[config.mk]
export PLATFORM = sky130hd
export DESIGN_NAME = parity_uart_tx
export DESIGN_NICKNAME = d
export VERILOG_FILES = /design/src/rtl/parity_uart_tx.sv
export SDC_FILE = /design/constraint.sdc
export NUM_CORES = 1
export LEC_CHECK = 0
export ABC_CLOCK_PERIOD_IN_PS = 1800
export CAP_MARGIN = 20
export CORE_UTILIZATION = 38
export DETAILED_ROUTE_END_ITERATION = 8
export SLEW_MARGIN = 20
export SYNTH_ARGS = -nofsm -noshare
export SYNTH_HDL_FRONTEND = slang
export SYNTH_SLANG_ARGS = --single-unit
[constraint.sdc]
create_clock -name sys_clk -period 1.8 [get_ports sys_clk]
set_input_delay 0.36 -clock sys_clk [delete_from_list [all_inputs] [get_ports sys_clk]]
set_output_delay 0.36 -clock sys_clk [all_outputs]
set_load 0.02 [all_outputs]
[src/rtl/parity_uart_tx.sv]
// UART-style serial transmitter: start, LSB-first data, parity, stop.
// Parity is accumulated as the data bits leave the shift register.
module parity_uart_tx #(
    parameter int DATA_W     = 8,
    parameter int BIT_CYC    = 4,
    parameter bit ODD_PARITY = 1'b0
) (
    input  logic              sys_clk,
    input  logic              sys_rst_n,
    input  logic [DATA_W-1:0] din,
    input  logic              din_vld,
    output logic              din_rdy,
    output logic              tx_out,
    output logic              tx_busy,
    output logic              par_out
);

    localparam int CW = (BIT_CYC > 1) ? $clog2(BIT_CYC) : 1;
    localparam int IW = (DATA_W > 1) ? $clog2(DATA_W) : 1;

    localparam logic [CW-1:0] CYC_LAST = CW'(BIT_CYC - 1);
    localparam logic [IW-1:0] IDX_LAST = IW'(DATA_W - 1);

    localparam logic [2:0] S_IDLE   = 3'd0;
    localparam logic [2:0] S_START  = 3'd1;
    localparam logic [2:0] S_DATA   = 3'd2;
    localparam logic [2:0] S_PARITY = 3'd3;
    localparam logic [2:0] S_STOP   = 3'd4;

    logic [2:0]        state;
    logic [CW-1:0]     cyc_cnt;
    logic [IW-1:0]     bit_idx;
    logic [DATA_W-1:0] shreg;
    logic [DATA_W-1:0] sh_nxt;
    logic              acc;
    logic              acc_nxt;
    logic              bit_end;

    assign din_rdy = (state == S_IDLE);
    assign bit_end = (cyc_cnt == CYC_LAST);
    assign sh_nxt  = shreg >> 1;
    assign acc_nxt = acc ^ shreg[0];

    // tx_out is registered, so each state loads the value of the next bit
    // on the edge that ends the current one.
    always_ff @(posedge sys_clk or negedge sys_rst_n) begin
        if (!sys_rst_n) begin
            state   <= S_IDLE;
            cyc_cnt <= '0;
            bit_idx <= '0;
            shreg   <= '0;
            acc     <= 1'b0;
            tx_out  <= 1'b1;
            tx_busy <= 1'b0;
            par_out <= 1'b0;
        end else begin
            if (state == S_IDLE || bit_end) begin
                cyc_cnt <= '0;
            end else begin
                cyc_cnt <= cyc_cnt + CW'(1);
            end

            unique case (state)
                S_IDLE: begin
                    tx_out <= 1'b1;
                    if (din_vld) begin
                        shreg   <= din;
                        acc     <= 1'b0;
                        bit_idx <= '0;
                        state   <= S_START;
                        tx_out  <= 1'b0;
                        tx_busy <= 1'b1;
                    end
                end
                S_START: begin
                    if (bit_end) begin
                        state  <= S_DATA;
                        tx_out <= shreg[0];
                    end
                end
                S_DATA: begin
                    if (bit_end) begin
                        acc   <= acc_nxt;
                        shreg <= sh_nxt;
                        if (bit_idx == IDX_LAST) begin
                            state   <= S_PARITY;
                            tx_out  <= acc_nxt ^ ODD_PARITY;
                            par_out <= acc_nxt ^ ODD_PARITY;
                        end else begin
                            bit_idx <= bit_idx + IW'(1);
                            tx_out  <= sh_nxt[0];
                        end
                    end
                end
                S_PARITY: begin
                    if (bit_end) begin
                        state  <= S_STOP;
                        tx_out <= 1'b1;
                    end
                end
                S_STOP: begin
                    if (bit_end) begin
                        state   <= S_IDLE;
                        tx_out  <= 1'b1;
                        tx_busy <= 1'b0;
                    end
                end
                default: begin
                    state   <= S_IDLE;
                    tx_out  <= 1'b1;
                    tx_busy <= 1'b0;
                end
            endcase
        end
    end

endmodule

# ---- Word level (Yosys, flattened, before mapping)
# Cells that the tools add are included.
dict set report classes {
  n_addsub 2
  n_eq_ne 14
  muxes 27
  bitwise 2
  n_reduce_logical 11
}
# cell n
set op_table {}
lappend op_table {{$mux 3} 9}
lappend op_table {{$mux 8} 2}
lappend op_table {{$pmux 8 s2} 1}
lappend op_table {{$pmux 3 s5} 1}
lappend op_table {{$ne 2x2->1 const B} 7}
lappend op_table {{$reduce_and 3->1} 4}
lappend op_table {{$mux 1} 9}
lappend op_table {{$eq 3x2->1 const B} 2}
lappend op_table {{$eq 3x3->1 const B} 2}
lappend op_table {{$pmux 3 s2} 1}
lappend op_table {{$reduce_and 6->1} 1}
lappend op_table {{$pmux 1 s4} 1}
lappend op_table {{$reduce_and 4->1} 1}
lappend op_table {{$add 3x1->3 const B} 1}
lappend op_table {{$eq 3x1->1 const B} 1}
lappend op_table {{$logic_not 3->1} 1}
lappend op_table {{$pmux 1 s3} 1}
lappend op_table {{$reduce_or 3->1} 1}
lappend op_table {{$add 2x1->2 const B} 1}
lappend op_table {{$eq 2x2->1 const B} 1}
lappend op_table {{$mux 2} 1}
lappend op_table {{$ne 2x1->1 const B} 1}
lappend op_table {{$pmux 1 s2} 1}
lappend op_table {{$reduce_bool 2->1} 1}
lappend op_table {{other kinds (4)} 4}
dict set report totals {
  regBits 20
  input_bits 11
  output_inout_bits 4
  elab_cells 64
}

# ---- Longest topological paths before layout
dict set report logic_depth {
  depth_word 4
  ltp_mapped 5
  depth_no_buf 5
}

# ---- Worst setup path after synthesis
# Ideal clock, no wire load.
dict set report synth_path {
  path_type {register -> output}
  start {register state[1]}
  end {output port din_rdy}
  t_arrival_ns 1.186
  required_ns 1.440
  slack_ns 0.254
  stages_incl_launch_ff 3
  path_buffers 1
  cell_sequence {dfrtp_1 buf_2 nor3_1}
}
dict set report synth_between {
  elab_chain_len 1
}
# element line
set synth_lines {}
lappend synth_lines {{from (decl)} 30} ;# logic [2:0] state;
lappend synth_lines {{from (signal assigned)} 48} ;# state <= S_IDLE;
lappend synth_lines {{from (signal assigned)} 70} ;# state <= S_START;
lappend synth_lines {{from (signal assigned)} 77} ;# state <= S_DATA;
lappend synth_lines {{$logic_not 3->1} 39} ;# assign din_rdy = (state == S_IDLE);
lappend synth_lines {{to (decl)} 12} ;# output logic din_rdy,
# No other way between the ends.

# ---- Worst setup path after layout
dict set report layout_path {
  start {register tx_busy}
  end {output port tx_busy}
}
# element line
set layout_lines {}
lappend layout_lines {{from (decl)} 14} ;# output logic tx_busy,
lappend layout_lines {{from (signal assigned)} 54} ;# tx_busy <= 1'b0;
lappend layout_lines {{from (signal assigned)} 72} ;# tx_busy <= 1'b1;
lappend layout_lines {{from (signal assigned)} 105} ;# tx_busy <= 1'b0;
# No word-level cell between the ends.

==> results.md <==
- # DRC: 0
- Worst R2R Path Depth: 5
- Grt ovf: 0
- Cell variety after synth: 34
- Mean Syn Cell Area: 12.5 um^2
- RSZ-0062 raised after global routing: false
- Status: finished, final reports clean
- Arrival @ worst endpoint: 1.30 ns
- Max_cap viols: 0
- Vias after detailed routing: 760
- Root Driver: clkbuf_4
- Vias in the first global route: 814
- Synth top cells by count: 19 x dfrtp_1, 15 x mux2_4, 6 x o21ai_0, 4 x inv_1, 4 x nor2_1
- Maximum VDD drop: 603 uV
- Top-count cell post-synth: dfrtp_1
- Skew-Pair Late Insertion Delay: 0.31 ns
- Fraction of registers with async set or reset after synthesis: 100%
- Drt total wl: 2000 um
- Fmax: 0.603 GHz
- GR Util All Layers: 14.4%
- Final hold viol count: 0
- Worst Setup End Kind: output pin
- Inserted Diodes: 0
- First-pass iteration count of the detailed router: 4
- Pin count of the biggest net entering global routing: 14
- Fin crit share: 92.2%
- Setup Fix Bufs, Post-CTS: 0
- Setup WS pre-CTS: 0.0434 ns
- Final Max Tran Viols: 0
- Initial core utilization: 40.9%
- Die Height: 57.0 um
- Antenna violations before repair: 0
- DR vias/cell: 5.24
- Final setup viols: 0
- Sink Count: 20
- Type of origin of the critical path: flop
- Worst-Margin Slew: 0.356 ns
- WL per Instance: 13.8 um
- Clock slew at reported path FFs: 0.11 ns
- Top cell type's share of synthesized area: 41.4%
- Setup TNS: 0 ns
- GP Congestion: 0.788
- Synthesis-stage register bit count: 20
- Crit path max-delay family: buffers and inverters
- Die area: 0.00324 mm^2
- DP Wirelength: 1520 um
- Minimum clock period: 1.66 ns
- YS warnings: 0
- Core Area: 0.00281 mm^2
- Post-synthesis cell count: 92
- Slowest CP cell: clkdlybuf4s50_1
- TritonCTS buffer count: 3
- Io pins: 15
- Synth Net Count: 106
- Post-synthesis sequential area ratio: 43.7%
- Port Buffers: 14
- Critical Path Stages: 1
- Critical-path maximum fanout: 3
- DRT antenna net count: 0
- Pleak: 0.000630 uW
- Max stage delay on crit path: 0.61 ns
- P&R area growth vs syn: 22.0%
- Top_reg_cell synth: dfrtp_1
- Worst setup path class: flop to output pin
- Area contributors post-synth: dfrtp_1 41%, mux2_4 20%, ha_1 3.3%, buf_6 2.9%, o21ai_0 2.6%
- Fraction of layout cells with a size suffix above 1: 32.5%
- Min-Delay Path Class: input port to asynchronous set/reset pin
- Pwr per Cell Area: 1550 mW/mm^2
- Initial DRC Count: 21
- Layout Nets: 129
- Clock Skews: 0.00172 ns
- # rows: 19
- TritonCTS clock tree: done
- Cell breakdown of the critical path: clkdlybuf4s50_1
- H-Tree Depth: 1
- Fin worst setup slack: 0.141 ns
- Slew HR: 76.0%
- Synthesized area: 0.00115 mm^2
- Die Width: 57.0 um
- Max clock buf depth: 2
- Required @ worst endpoint: 1.44 ns
- Area leader, netlist: dfrtp_1
- Post-synth EDFFs: 0
- Worst Path Buf+Inv: 1
- First-pass GRT wire length: 3570 um
-- worst paths after layout --
kind / from / to / slack [ns]
max: tx_busy$_DFFE_PN0P_ / tx_busy / 0.14
min in group sys_clk: cyc_cnt[0]$_DFF_PN0_ / cyc_cnt[0]$_DFF_PN0_ / 0.46
max reg2reg: state[1]$_DFFE_PN0P_ / shreg[4]$_DFFE_PN0P_ / 0.15
min: sys_rst_n / cyc_cnt[0]$_DFF_PN0_ / 0.32
max in group asynchronous: sys_rst_n / bit_idx[2]$_DFFE_PN0P_ / 0.99
min reg2reg: cyc_cnt[0]$_DFF_PN0_ / cyc_cnt[0]$_DFF_PN0_ / 0.46
-- cell usage in the layout, fill, tap and decap left out, drive strengths merged --
master	n
xor2	2
a31oi	2
nor3	3
dlygate4sd2	2
nor3b	2
a22o	2
dfstp	1
mux2	16
buf	10
nor4b	1
clkdlybuf4s50	12
a21oi	1
nand2	2
nor2	5
ha	3
nor2b	3
or2	2
nand3b	2
o311a	1
inv	4
mux2i	1
o32ai	2
a211oi	1
nand3	3
o211ai	1
bufinv	1
clkbuf	3
dfrtp	19
and3b	1
o21ai	6
-- routing by layer --
| layer | GRT usage [%] | part of all wire, % | vias to the layer above | wire, um |
|---|---|---|---|---|
| met2 | 22.9 | 49 | 9 | 987 |
| met5 | 0 | 0 | - | 0 |
| met1 | 18.9 | 46 | 369 | 911 |
| met4 | 7.32 | 2.3 | 0 | 46 |
| met3 | 2.72 | 2.7 | 5 | 54 |
| li1 | - | - | 377 | - |
-- cells by family after synthesis --
group	share of synthesized area [%]
buffers and inverters	5.78
adders and majority gates	3.27
AOI/OAI and AO/OA	9.38
muxes	21.8
and+or+nand+nor	14.5
DFF	43.7
xor gates and xnor gates	1.53
-- registers in the layout, indices dropped and copies added (netlist names) --
register and cells:
cyc_cnt 2, bit_idx 3, shreg 8, tx_busy 1
state 3, acc 1, tx_out 1, par_out 1
-- stage by stage --
stage	std cells	util [%]	area [um^2]	total power, uW	hold slack, ns
after floorplan	92	-	1150	1580	0.0644
after global placement	141	48.1	1350	1810	0.431
after detailed placement	141	48.1	1350	1840	0.445
after CTS	145	49.9	1400	2210	0.321
after global routing	145	49.9	1400	2330	0.323
final	145	49.9	1400	2170	0.315
-- area by class of cell --
| cell class | count | area [um^2] |
|---|---|---|
| clock buffer | 3 | 22.5 |
| clock inverter | 1 | 30.0 |
| fill | 255 | 1410 |
| inverter | 4 | 15.0 |
| multi-input combinational | 62 | 579 |
| sequential | 20 | 502 |
| tap | 31 | 38.8 |
| timing repair buffer | 24 | 213 |
-- where the power goes --
group | internal (uW) | switching, uW | total, uW
registers | 649 | 124 | 773
logic | 567 | 463 | 1030
clock network | 225 | 147 | 372
-- timing repair --
item                                    CTS  global route
hold buffers                              0             0
gates resized for setup                   2             0
endpoints found under the setup margin    2             0
Note: power is estimated with default switching activity, not from simulation.
